**src/rtl/aes_stream_ctrl_if.sv**
```systemverilog
// Valid/ready stream bundle between the AES sequencer and its neighbours:
// 32-bit key/plaintext words in, 32-bit ciphertext beats out.
interface aes_stream_ctrl_if;
  logic        s_valid;
  logic        s_ready;
  logic [31:0] s_data;
  logic        s_key;
  logic        m_valid;
  logic        m_ready;
  logic [31:0] m_data;
  logic        m_last;

  modport master (
    output s_valid, s_data, s_key, m_ready,
    input  s_ready, m_valid, m_data, m_last
  );

  modport slave (
    input  s_valid, s_data, s_key, m_ready,
    output s_ready, m_valid, m_data, m_last
  );
endinterface

```
**src/rtl/aes_stream_ctrl.sv**
```systemverilog
// Sequencer around the AES128 core: packs streamed key/plaintext words,
// waits the core latency, then drains the ciphertext as four beats.
module aes_stream_ctrl #(
  parameter int LATENCY = 12
) (
  input  logic              clk,
  input  logic              reset,
  aes_stream_ctrl_if.slave  bus,
  output logic [31:0]       aes_data_0,
  output logic [31:0]       aes_data_1,
  output logic [31:0]       aes_data_2,
  output logic [31:0]       aes_data_3,
  output logic [31:0]       aes_key_0,
  output logic [31:0]       aes_key_1,
  output logic [31:0]       aes_key_2,
  output logic [31:0]       aes_key_3,
  input  logic [31:0]       aes_out_0,
  input  logic [31:0]       aes_out_1,
  input  logic [31:0]       aes_out_2,
  input  logic [31:0]       aes_out_3,
  output logic              busy
);

  localparam int DATA_W = 32;

  typedef enum logic [1:0] {LOAD, WAIT, DRAIN} state_t;

  state_t            state;
  logic [1:0]        key_cnt;
  logic [1:0]        data_cnt;
  logic [1:0]        beat;
  logic [1:0]        beat_nxt;
  logic [7:0]        wait_cnt;
  logic [DATA_W-1:0] key_w  [4];
  logic [DATA_W-1:0] data_w [4];
  logic [DATA_W-1:0] obuf   [4];

  // Combinational so that a reset asserted while in LOAD closes the input at once.
  assign bus.s_ready = (state == LOAD) && !reset;
  assign beat_nxt    = beat + 2'd1;

  assign aes_key_0  = key_w[0];
  assign aes_key_1  = key_w[1];
  assign aes_key_2  = key_w[2];
  assign aes_key_3  = key_w[3];
  assign aes_data_0 = data_w[0];
  assign aes_data_1 = data_w[1];
  assign aes_data_2 = data_w[2];
  assign aes_data_3 = data_w[3];

  always_ff @(posedge clk) begin
    if (reset) begin
      state       <= LOAD;
      key_cnt     <= '0;
      data_cnt    <= '0;
      beat        <= '0;
      wait_cnt    <= '0;
      bus.m_valid <= 1'b0;
      bus.m_data  <= '0;
      bus.m_last  <= 1'b0;
      busy        <= 1'b0;
      for (int i = 0; i < 4; i++) begin
        key_w[i]  <= '0;
        data_w[i] <= '0;
        obuf[i]   <= '0;
      end
    end else begin
      case (state)
        // Stream words land MS-word first, so counter value n targets word 3-n.
        LOAD: begin
          if (bus.s_valid && bus.s_ready) begin
            if (bus.s_key) begin
              key_w[~key_cnt] <= bus.s_data;
              key_cnt         <= key_cnt + 2'd1;
            end else begin
              data_w[~data_cnt] <= bus.s_data;
              data_cnt          <= data_cnt + 2'd1;
              if (data_cnt == 2'd3) begin
                wait_cnt <= 8'(LATENCY - 1);
                state    <= WAIT;
                busy     <= 1'b1;
              end
            end
          end
        end
        WAIT: begin
          if (wait_cnt == 8'd0) begin
            obuf[0]     <= aes_out_0;
            obuf[1]     <= aes_out_1;
            obuf[2]     <= aes_out_2;
            obuf[3]     <= aes_out_3;
            bus.m_valid <= 1'b1;
            bus.m_data  <= aes_out_3;
            bus.m_last  <= 1'b0;
            state       <= DRAIN;
          end else begin
            wait_cnt <= wait_cnt - 8'd1;
          end
        end
        DRAIN: begin
          if (bus.m_ready) begin
            if (beat == 2'd3) begin
              beat        <= '0;
              bus.m_valid <= 1'b0;
              bus.m_last  <= 1'b0;
              busy        <= 1'b0;
              state       <= LOAD;
            end else begin
              beat       <= beat_nxt;
              bus.m_data <= obuf[~beat_nxt];
              bus.m_last <= (beat_nxt == 2'd3);
            end
          end
        end
        default: state <= LOAD;
      endcase
    end
  end

endmodule

```
**src/flat_wrapper.sv**
```systemverilog
// flat-port wrapper written by rule: the top's interface ports become plain ports
module aes_stream_ctrl_flat 
#(
  parameter int LATENCY = 12
)
  (clk, reset, aes_data_0, aes_data_1, aes_data_2, aes_data_3, aes_key_0, aes_key_1, aes_key_2, aes_key_3, aes_out_0, aes_out_1, aes_out_2, aes_out_3, busy, bus_s_valid, bus_s_data, bus_s_key, bus_m_ready, bus_s_ready, bus_m_valid, bus_m_data, bus_m_last);
  aes_stream_ctrl_if bus_i ();
  input  logic clk;
  input  logic reset;
  output logic [31:0] aes_data_0;
  output logic [31:0] aes_data_1;
  output logic [31:0] aes_data_2;
  output logic [31:0] aes_data_3;
  output logic [31:0] aes_key_0;
  output logic [31:0] aes_key_1;
  output logic [31:0] aes_key_2;
  output logic [31:0] aes_key_3;
  input  logic [31:0] aes_out_0;
  input  logic [31:0] aes_out_1;
  input  logic [31:0] aes_out_2;
  input  logic [31:0] aes_out_3;
  output logic busy;
  input wire logic [$bits(bus_i.s_valid)-1:0] bus_s_valid;
  input wire logic [$bits(bus_i.s_data)-1:0] bus_s_data;
  input wire logic [$bits(bus_i.s_key)-1:0] bus_s_key;
  input wire logic [$bits(bus_i.m_ready)-1:0] bus_m_ready;
  output wire logic [$bits(bus_i.s_ready)-1:0] bus_s_ready;
  output wire logic [$bits(bus_i.m_valid)-1:0] bus_m_valid;
  output wire logic [$bits(bus_i.m_data)-1:0] bus_m_data;
  output wire logic [$bits(bus_i.m_last)-1:0] bus_m_last;
  assign bus_i.s_valid = bus_s_valid;
  assign bus_i.s_data = bus_s_data;
  assign bus_i.s_key = bus_s_key;
  assign bus_i.m_ready = bus_m_ready;
  assign bus_s_ready = bus_i.s_ready;
  assign bus_m_valid = bus_i.m_valid;
  assign bus_m_data = bus_i.m_data;
  assign bus_m_last = bus_i.m_last;
  aes_stream_ctrl #(.LATENCY(LATENCY)) u_core (.clk(clk), .reset(reset), .bus(bus_i), .aes_data_0(aes_data_0), .aes_data_1(aes_data_1), .aes_data_2(aes_data_2), .aes_data_3(aes_data_3), .aes_key_0(aes_key_0), .aes_key_1(aes_key_1), .aes_key_2(aes_key_2), .aes_key_3(aes_key_3), .aes_out_0(aes_out_0), .aes_out_1(aes_out_1), .aes_out_2(aes_out_2), .aes_out_3(aes_out_3), .busy(busy));
endmodule
```
**config.mk**
```make
export PLATFORM = sky130hd
export DESIGN_NAME = aes_stream_ctrl_flat
export DESIGN_NICKNAME = d
export VERILOG_FILES = /design/src/rtl/aes_stream_ctrl_if.sv /design/src/rtl/aes_stream_ctrl.sv /design/src/flat_wrapper.sv
export SDC_FILE = /design/constraint.sdc
export NUM_CORES = 1
export LEC_CHECK = 0
export ABC_AREA = 1
export BUFFER_PORTS_ARGS = -buffer_cell sky130_fd_sc_hd__buf_2
export CELL_PAD_IN_SITES_DETAIL_PLACEMENT = 1
export CELL_PAD_IN_SITES_GLOBAL_PLACEMENT = 2
export CORE_MARGIN = 4
export CORE_UTILIZATION = 30
export DETAILED_ROUTE_END_ITERATION = 8
export MAX_ROUTING_LAYER = met4
export PLACE_DENSITY_LB_ADDON = 0.2
export RECOVER_POWER = 25
export SLEW_MARGIN = 5
export SYNTH_ARGS = -nofsm -noshare
export SYNTH_HDL_FRONTEND = slang
export SYNTH_SLANG_ARGS = --single-unit
```
**constraint.sdc**
```tcl
create_clock -name clk -period 5.03 [get_ports clk]
set_input_delay 1.006 -clock clk [delete_from_list [all_inputs] [get_ports clk]]
set_output_delay 1.006 -clock clk [all_outputs]
set_load 0.005 [all_outputs]
```
==> impl_results.md, run 1 <==
* Crit Reg-Reg Endpoint: u_core.key_w[0][6]
* Initial antenna violation count at 1
* Post-CTS Resized at 0
* Minimum clock period at 3890 ps
* FILL cells at roughly 6,400
* Pwr per Cell Area at 371 nW/um2
* IO Pins at 457
* FF-to-FF path depth at 7
* Clk sinks at 435
* Net Count, Synth at roughly 1,700
* Crit-path leading delay family: buffers and inverters
* RSZ-0062 raised after global routing: false
* Maxcap violations at 4
* Worst r2r src: u_core.state[0]
* Setup TNS at 0 ps
* Failing checks: max-capacitance violations, max-slew violations
* Number of core rows at 87
* Nets at 2,182
* CP Launch Point: reset
* Clock Pin Slew Worst Setup and Hold Paths at 60 ps
* First-pass DRT Iterations at 5
* Stages on the worst setup path at 6
* Post-synth EDFFs at 384
* Vias per cell at 4.56
* # hold bufs at CTS at 0
* DIE HEIGHT at 248 um
* Slowest cell on crit path: clkbuf_2
* First-pass GRT wire length at 84,600 um
* Actual slew at the worst max-slew pin at between 2000 and 3000 ps
* H-tree levels at 2
* WL per Instance at 20.8 um
* Setup violators final at 0
* Remaining routing DRC violations at 0
* CP Cell Sequence: clkbuf_1, inv_1, buf_4, nand4_1, clkbuf_2, nor2_1
* Vias at 12,816
* Crit. End Element: register
* Syn Inst Count at approximately 1,600
* Number of DRC markers in iteration 0 at between 500 and 600
* Ys Warns at 0
* Hold Fails Final Rpt at 0
* Crit path launch type: primary input
* Class of the worst hold path: register to register
* CP max stage delay at 1900 ps
* Synth-to-layout area growth at 26.8%
* Root Buffer: clkbuf_16
* FF-to-FF setup slack at 1370 ps
* Critical path buffer and inverter count at 4
* Crit Path Class: primary input to register
* CTS tree: done
* WP data required at approximately 5200 ps
* Status: finished with violations
* Final period util at 77.4%
* Worst slew margin at -89.3%
* GPL Wtd Cong at 0.811
* Max VDD drop at 0.000235 V
* Vias in the first global route at 13,305
* Total Die Area at 61,400 um2
* #FFs+latches synth at 435
* Mean post-synth cell area at about 11 um2
* PortBufs at 456
* Die width at 248 um
* ANT nets after route at 0
* Synthesized area at roughly 17,000 um2
* Fmax at 257 MHz
* CP Capture Point: u_core.obuf[1][9]
* Final wirelength at 58,500 um
* Total power draw at 8.10 mW
* Max-slew violations at roughly 230
* Initial Util at 30.5%
* Clock Tree Buf Depth at 3
* Leak at 9.76 nW
* Most used DFF post-synth: edfxtp_1
* GRT Overall Usage at between 10% and 20%
* Part of the Yosys area used for sequential elements at 72.8%
* Inserted Clock Buffers at 49
* Clk_skew at roughly 27 ps
* Worst-path fanout max at 129
* Largest net degree at the start of global routing at 130
* WP data arrival at around 4000 ps
* Hpwl dp at 40,200 um
* Clk_lat worst skew at 600 ps
* Asr flop ratio synth at 0%
* Total gr overflow at 0
* Postcts setup bufs at 0
* Core area at 56,600 um2
* Layout cells sized above 1 at about a quarter
* Distinct cell type count after synthesis at 24
cells in the mapped netlist, drive strengths merged, types with 3 or more instances:
master,count,area share [%]
ha,5,0.36
buf,44,1.3
inv,188,4.1
o21ai,74,2.1
dfxtp,51,5.9
nand2,80,1.8
clkbuf,37,0.81
nand4,3,0.11
a21oi,51,1.5
edfxtp,384,67
nand3,105,3.1
nor2,541,12
layout by cell type (no fill, tap or decap):
cell / n
inv_1: 184
clkbuf_8: 8
clkinv_1: 4
ha_1: 5
nand2_1: 72
a21oi_4: 2
nand4_1: 3
nor2_1: 538
clkbuf_16: 50
dfxtp_1: 51
nand3_2: 1
diode_2: 2
xnor2_1: 1
a21oi_1: 49
bufinv_16: 3
inv_16: 1
and3_1: 1
nor2_2: 1
buf_12: 1
o211ai_1: 1
edfxtp_1: 384
clkbuf_1: 41
nor3_1: 1
buf_2: 429
inv_6: 2
inv_2: 4
buf_4: 14
clkinvlp_4: 1
clkbuf_2: 1
o21ai_0: 74
nor2_4: 2
nand2_2: 7
clkinv_2: 10
a31oi_1: 1
nand2_4: 1
nand3_1: 104
through the flow:
stage / hold WS (ps) / instances / instance area (um2) / worst slack [ps] / utilization [%]
floorplan: 460 / 1568 / 17200 / 241 / -
global placement: 450 / 2717 / 20300 / 1250 / 35.9
detailed placement: 467 / 2717 / 20300 / 1180 / 35.9
CTS: 484 / 2808 / 21900 / 1700 / 38.7
global route: 510 / 2809 / 21900 / 843 / 38.6
finish: 480 / 2810 / 21900 / 1140 / 38.6
routing by layer:
| metal | share of wire (%) | wire (um) | track usage, % | up-vias |
|---|---|---|---|---|
| met5 | 0 | 0 | - | - |
| met4 | 3.7 | 2170 | 6.90 | 0 |
| met3 | 5.9 | 3470 | 3.47 | 96 |
| met2 | 50 | 29300 | 32.7 | 381 |
| met1 | 40 | 23600 | 22.4 | 6320 |
| li1 | - | - | - | 6019 |
area by class of cell:
cell class | count | area (um2) | share of cell area [%]
Timing Repair Buffer | 474 | 2390 | 10.9
Multi-Input combinational cell | 864 | 3670 | 16.8
Clock buffer | 70 | 1410 | 6.43
Inverter | 188 | 706 | 3.23
Clock inverter | 21 | 200 | 0.915
Sequential cell | 435 | 12600 | 57.4
Antenna cell | 2 | 5.00 | 0.0229
Tap cell | 756 | 946 | 4.33
state kept, by name, summed over array words and instances (netlist names):
name                count
u_core.data_w         128
u_core.bus.m_data      32
u_core.key_cnt          2
u_core.bus.m_valid      1
u_core.beat             2
u_core.wait_cnt         8
u_core.obuf           128
u_core.data_cnt         2
u_core.bus.m_last       1
u_core.busy             1
u_core.key_w          128
u_core.state            2
where the power goes:
| part | internal (mW) | leakage [nW] | switching, mW |
|---|---|---|---|
| sequential | 4.06 | 4.39 | 0.0439 |
| combinational | 0.136 | 4.58 | 0.289 |
| clock | 2.10 | 0.795 | 1.47 |
| total | 6.30 | 9.76 | 1.80 |
worst register-to-register path, stage by stage (launching register included):
cell and delay, ps:
dfxtp_1 360, nor2_1 280, and3_1 280, nand2_1 850, nor2_1 420, nand2_1 90
buf_4 270, nand2_2 690
worst min-delay path by stage:
stage                 from          end  slack, ps  depth (start not counted)
3_3_place_gp   u_core.busy  u_core.busy        450                          2
6_report       u_core.busy  u_core.busy        480                          2
3_5_place_dp   u_core.busy  u_core.busy        470                          2
2_1_floorplan  u_core.busy  u_core.busy        460                          2
5_1_grt        u_core.busy  u_core.busy        510                          2
4_1_cts        u_core.busy  u_core.busy        480                          2
cells by family after synthesis:
kind of cell	Yosys count	share of synthesized area (%)
AOI/OAI and AO/OA	127	3.71
buffers and inverters	269	6.17
DFF	435	72.8
xor gates and xnor gates	1	0.0508
and+or+nand+nor	731	16.9
adders and majority gates	5	0.363
No activity file was read; power rests on OpenSTA's default activity.
==> run 2, diff against run 1 <==
==> constraint.sdc (replaced) <==
create_clock -name clk -period 3.3 [get_ports clk]
set_input_delay 0.66 -clock clk [delete_from_list [all_inputs] [get_ports clk]]
set_output_delay 0.66 -clock clk [all_outputs]
set_load 0.005 [all_outputs]
==> run 2 against run 1 <==
Compared with the run above: the run still ends with max-capacitance violations, max-slew violations left; global-route usage fell by 0.21 points; non-clock buffer count rose by 14; critical path depth shrank 1; final area is essentially flat; highest routed layer unchanged; worst hold slack got worse by 100 ps.
==> impl_results.md, run 2 (synthesis gave the netlist of run 1 again) <==
* Total Die Area at around 61,000 um2
* Vias in the first global route at 13,250
* Hpwl dp at 40,100 um
* GPL Wtd Cong at 0.777
* Largest regs: u_core.data_w: 128 flops, u_core.key_w: 128 flops, u_core.obuf: 128 flops
* Failing checks: max-capacitance violations, max-slew violations
* Actual slew at the worst max-slew pin at 1880 ps
* Minimum clock period at 2710 ps
* Worst Hold Depth at 3
* Pwr per Cell Area at about 560 nW/um2
* Die width at 248 um
* Hold Fails Final Rpt at 0
* Crit. End Element: register
* WL per Instance at 20.4 um
* Post-CTS Resized at 0
* Placed Area at 20,500 um2
* First-pass DRT Iterations at 4
* Worst slew margin at -25.6%
* ANT nets after route at 0
* Clock Pin Slew Worst Setup and Hold Paths at 60 ps
* Fmax at 369 MHz
* GRT Overall Usage at 18.8%
* Final wirelength at 57,700 um
* Synth-to-layout area growth at 26.8%
* Vias at roughly 13,000
* # hold bufs at CTS at 0
* RSZ-0062 raised after global routing: false
* FF-to-FF path depth at 5
* Number of DRC markers in iteration 0 at between 700 and 800
* PortBufs at 456
* Initial antenna violation count at 1
* Root Buffer: clkbuf_16
* Setup TNS at 0 ps
* Nets at 2,195
* Layout cells sized above 1 at 20.5%
* Placed Instances at 2,731
* Clk_skew at 18.8 ps
* Core area at between 50,000 and 60,000 um2
* H-tree levels at 2
* Final period util at 82.1%
* Crit Path Class: register to register
* DIE HEIGHT at 248 um
* Clk_lat worst skew at 580 ps
* IO Pins at 457
* First-pass GRT wire length at 84,300 um
* Max-slew violations at 33
* Initial Util at 30.5%
* Postcts setup bufs at 0
* Most frequent cells in the layout: nor2_1 (539), edfxtp_1 (384), buf_2 (306), inv_1 (184), clkbuf_1 (167)
* Max VDD drop at 0.000324 V
* CTS tree: done
* Setup violators final at 0
* Maxcap violations at 1
* Inserted Clock Buffers at 48
* WP data required at 3540 ps
* Final Non-Filler Cells at 2,823
* Total gr overflow at 0
* Core Util, Final at around 39%
* WP data arrival at between 2000 and 3000 ps
* Clock Tree Buf Depth at 3
* Vias per cell at 4.56
* Crit path launch type: register
* Commonest non-fill, non-tap cell in the layout: nor2_1
* Status: finished with violations
* Post-layout instance area at 21,900 um2
* Leak at 9.39 nW
* Worst-path fanout max at 32
* Class of the worst hold path: primary input to register
* Remaining routing DRC violations at 0
* Clk sinks at 435
* Number of core rows at 87
* Largest net degree at the start of global routing at 105
-- run 2: cell type report --
type,count,area (um2)
Multi-Input combinational cell,864,3680
Tap cell,756,946
Inverter,188,706
Fill cell,6475,34700
Clock buffer,66,1290
Timing Repair Buffer,488,2390
Clock inverter,24,303
Sequential cell,435,12600
Antenna cell,2,5.00
-- run 2: where the power goes --
group / switching, mW / internal (mW) / total, mW
Combinational: 0.442 / 0.204 / 0.646
Clock: 2.20 / 3.22 / 5.42
Sequential: 0.0715 / 6.18 / 6.25
-- run 2: metrics by stage --
stage / setup WS [ps] / hold WS, ps / total power, mW
6_report: 590 / 376 / 12.3
3_5_place_dp: 712 / 478 / 7.06
5_1_grt: 324 / 359 / 12.8
2_1_floorplan: 93.1 / 460 / 6.59
3_3_place_gp: 788 / 461 / 7.04
4_1_cts: 821 / 336 / 12.5
-- run 2: worst paths after layout --
| path | startpoint | to | slack [ps] |
|---|---|---|---|
| setup / recovery | u_core.state[0] | u_core.data_w[2][26] | 590 |
| setup reg to reg | u_core.state[0] | u_core.data_w[2][26] | 590 |
| hold / removal | aes_out_0[25] | u_core.obuf[0][25] | 380 |
| hold reg to reg | u_core.bus.m_valid | u_core.bus.m_valid | 490 |
-- run 2: metal layers --
| layer | wire length (um) | up-vias | track usage, % | share of wire (%) |
|---|---|---|---|---|
| met5 | 0 | - | - | 0 |
| met4 | 1660 | 0 | 5.53 | 2.9 |
| met3 | 3660 | 81 | 3.41 | 6.3 |
| met2 | 29100 | 437 | 32.4 | 50 |
| met1 | 23300 | 6296 | 22.6 | 40 |
| li1 | - | 6048 | - | - |
-- run 2: critical path: stages, from the launching register on --
cell,delay [ps]
dfxtp_1,420
nor2_1,130
and3_1,200
nand4_1,120
clkbuf_1,1360
nor2_1,120
==> run 3, diff against run 2 <==
--- a/config.mk
+++ b/config.mk
@@ -10,7 +10,7 @@
 export CELL_PAD_IN_SITES_DETAIL_PLACEMENT = 1
 export CELL_PAD_IN_SITES_GLOBAL_PLACEMENT = 2
 export CORE_MARGIN = 4
-export CORE_UTILIZATION = 30
+export CORE_UTILIZATION = 33
 export DETAILED_ROUTE_END_ITERATION = 8
 export MAX_ROUTING_LAYER = met4
 export PLACE_DENSITY_LB_ADDON = 0.2
==> constraint.sdc (replaced) <==
create_clock -name clk -period 2.7 [get_ports clk]
set_input_delay 0.54 -clock clk [delete_from_list [all_inputs] [get_ports clk]]
set_output_delay 0.54 -clock clk [all_outputs]
set_load 0.005 [all_outputs]
==> run 3 against run 2 <==
Compared with the run above: the flow now finishes without violations; routed wire length is 2.6% lower; clock power is 17% higher; total power is 20% higher; worst hold slack worse by 120 ps; via count hardly changed; combinational power is 21% higher; count of clock-buffer cells in the layout is 5 higher; worst setup slack worse by 170 ps; clock skew is 6.3 ps higher; flip-flop and latch count stayed put; sequential power is 22% higher; critical endpoint is now u_core.obuf[3][18].
==> impl_results.md, run 3 (synthesis gave the netlist of run 1 again) <==
* Status: complete, no violations
* Most frequent cells in the layout: nor2_1 (539), edfxtp_1 (384), buf_2 (274), clkbuf_1 (198), inv_1 (183)
* Max VDD drop at 0.000411 V
* Hpwl dp at between 30,000 and 40,000 um
* Total Die Area at between 50,000 and 60,000 um2
* PortBufs at 456
* Core Util, Final at 42.2%
* Initial Util at between 30% and 40%
* Commonest non-fill, non-tap cell in the layout: nor2_1
* Worst Hold Slack at 260 ps
* FF-to-FF setup slack at ~420 ps
* Setup violators final at 0
* Final period util at 84.6%
* Crit Path Class: register to register
* GRT Overall Usage at roughly a fifth
* Largest net degree at the start of global routing at 130
* First-pass DRT Iterations at 4
* Die width at around 240 um
* ANT nets after route at 0
* WP data arrival at about 2500 ps
* Largest regs: u_core.data_w: 128 flops, u_core.key_w: 128 flops, u_core.obuf: 128 flops
* FILL cells at approximately 5,800
* Clock Tree Buf Depth at 3
* Total gr overflow at 0
* Fmax at 438 MHz
* Crit path launch type: register
* Number of DRC markers in iteration 0 at 727
* Nets at 2,204
* Root Buffer: clkbuf_16
* Minimum clock period at between 2000 and 2500 ps
* Vias at 12,869
* Crit. End Element: register
* Vias in the first global route at around 14,000
* Maxcap violations at 0
* Pwr per Cell Area at 679 nW/um2
* Clk sinks at 435
* Remaining routing DRC violations at 0
* Setup TNS at 0 ps
* Postcts setup bufs at 0
* IO Pins at roughly 460
* Clock Pin Slew Worst Setup and Hold Paths at 60 ps
* Total power draw at 14.8 mW
* Hold Fails Final Rpt at 0
* Core area at 51,500 um2
* Max-slew violations at 0
* Worst Hold Depth at 3
* Post-CTS Resized at 0
* Clk_skew at 25.1 ps
* Synth-to-layout area growth at 26.0%
* First-pass GRT wire length at 83,600 um
* Inserted Clock Buffers at 48
* WP data required at 2940 ps
* Worst-path fanout max at 42
* CTS tree: done
* H-tree levels at 2
* Class of the worst hold path: primary input to register
* Number of core rows at 83
* GPL Wtd Cong at 0.812
* DIE HEIGHT at roughly 240 um
* FF-to-FF path depth at 5
* Actual slew at the worst max-slew pin at 1070 ps
* Worst slew margin at 28.6%
* Leak at 9.30 nW
* WL per Instance at 20.4 um
* Clk_lat worst skew at 580 ps
* # hold bufs at CTS at 0
* Vias per cell at 4.67
* Layout cells sized above 1 at 19.2%
* Initial antenna violation count at 2
* Final wirelength at 56,200 um
* RSZ-0062 raised after global routing: false
## run 3: cell count changes in the layout (fill, tap and decap cells not counted), moves of 4 or more
cell	previous run	this run
bufinv_16	6	2
buf_2	306	274
buf_4	24	31
clkbuf_1	167	198
## run 3: metal layers
| layer | up-vias | routed length, um | GRT usage (%) |
|---|---|---|---|
| met2 | 424 | 28100 | 33.9 |
| met4 | 0 | 1840 | 6.53 |
| met3 | 92 | 3450 | 3.98 |
| met1 | 6294 | 22800 | 24.1 |
| met5 | - | 0 | - |
| li1 | 6059 | - | - |
## run 3: area by class of cell
class | instances | area [um2] | share of cell area (%)
Timing Repair Buffer | 497 | 2440 | 11.2
Tap cell | 680 | 851 | 3.91
Clock inverter | 18 | 144 | 0.662
Multi-Input combinational cell | 864 | 3680 | 16.9
Inverter | 188 | 706 | 3.25
Clock buffer | 71 | 1360 | 6.26
Sequential cell | 435 | 12600 | 57.8
Antenna cell | 2 | 5.00 | 0.0230
## run 3: path summary, 6_finish.rpt
kind | start | end
setup / recovery | u_core.state[0] | u_core.obuf[3][18]
hold / removal | aes_out_1[4] | u_core.obuf[1][4]
hold reg to reg | u_core.bus.m_data[5] | u_core.bus.m_data[5]
setup reg to reg | u_core.state[0] | u_core.obuf[3][18]
## run 3: stage by stage
| step | area, um2 | setup slack [ps] | cells |
|---|---|---|---|
| 3_5_place_dp | 20500 | 527 | 2664 |
| 5_1_grt | 21700 | 228 | 2755 |
| 6_report | 21700 | 417 | 2755 |
| 2_1_floorplan | 17300 | 66.6 | 1568 |
| 4_1_cts | 22000 | 502 | 2753 |
| 3_3_place_gp | 20500 | 596 | 2664 |
## run 3: where the power goes
part / leakage (nW) / internal, mW / switching [mW] / total, mW
Combinational: 4.18 / 0.254 / 0.525 / 0.779
Clock: 0.736 / 3.68 / 2.64 / 6.33
Sequential: 4.39 / 7.56 / 0.0938 / 7.65
## run 3: worst max-delay path, cell delays in order (launching register included)
cell     delay (ps)
dfxtp_1         450
inv_2            60
nor2_1          480
nand3_2         280
nand2_8         350
buf_12          290
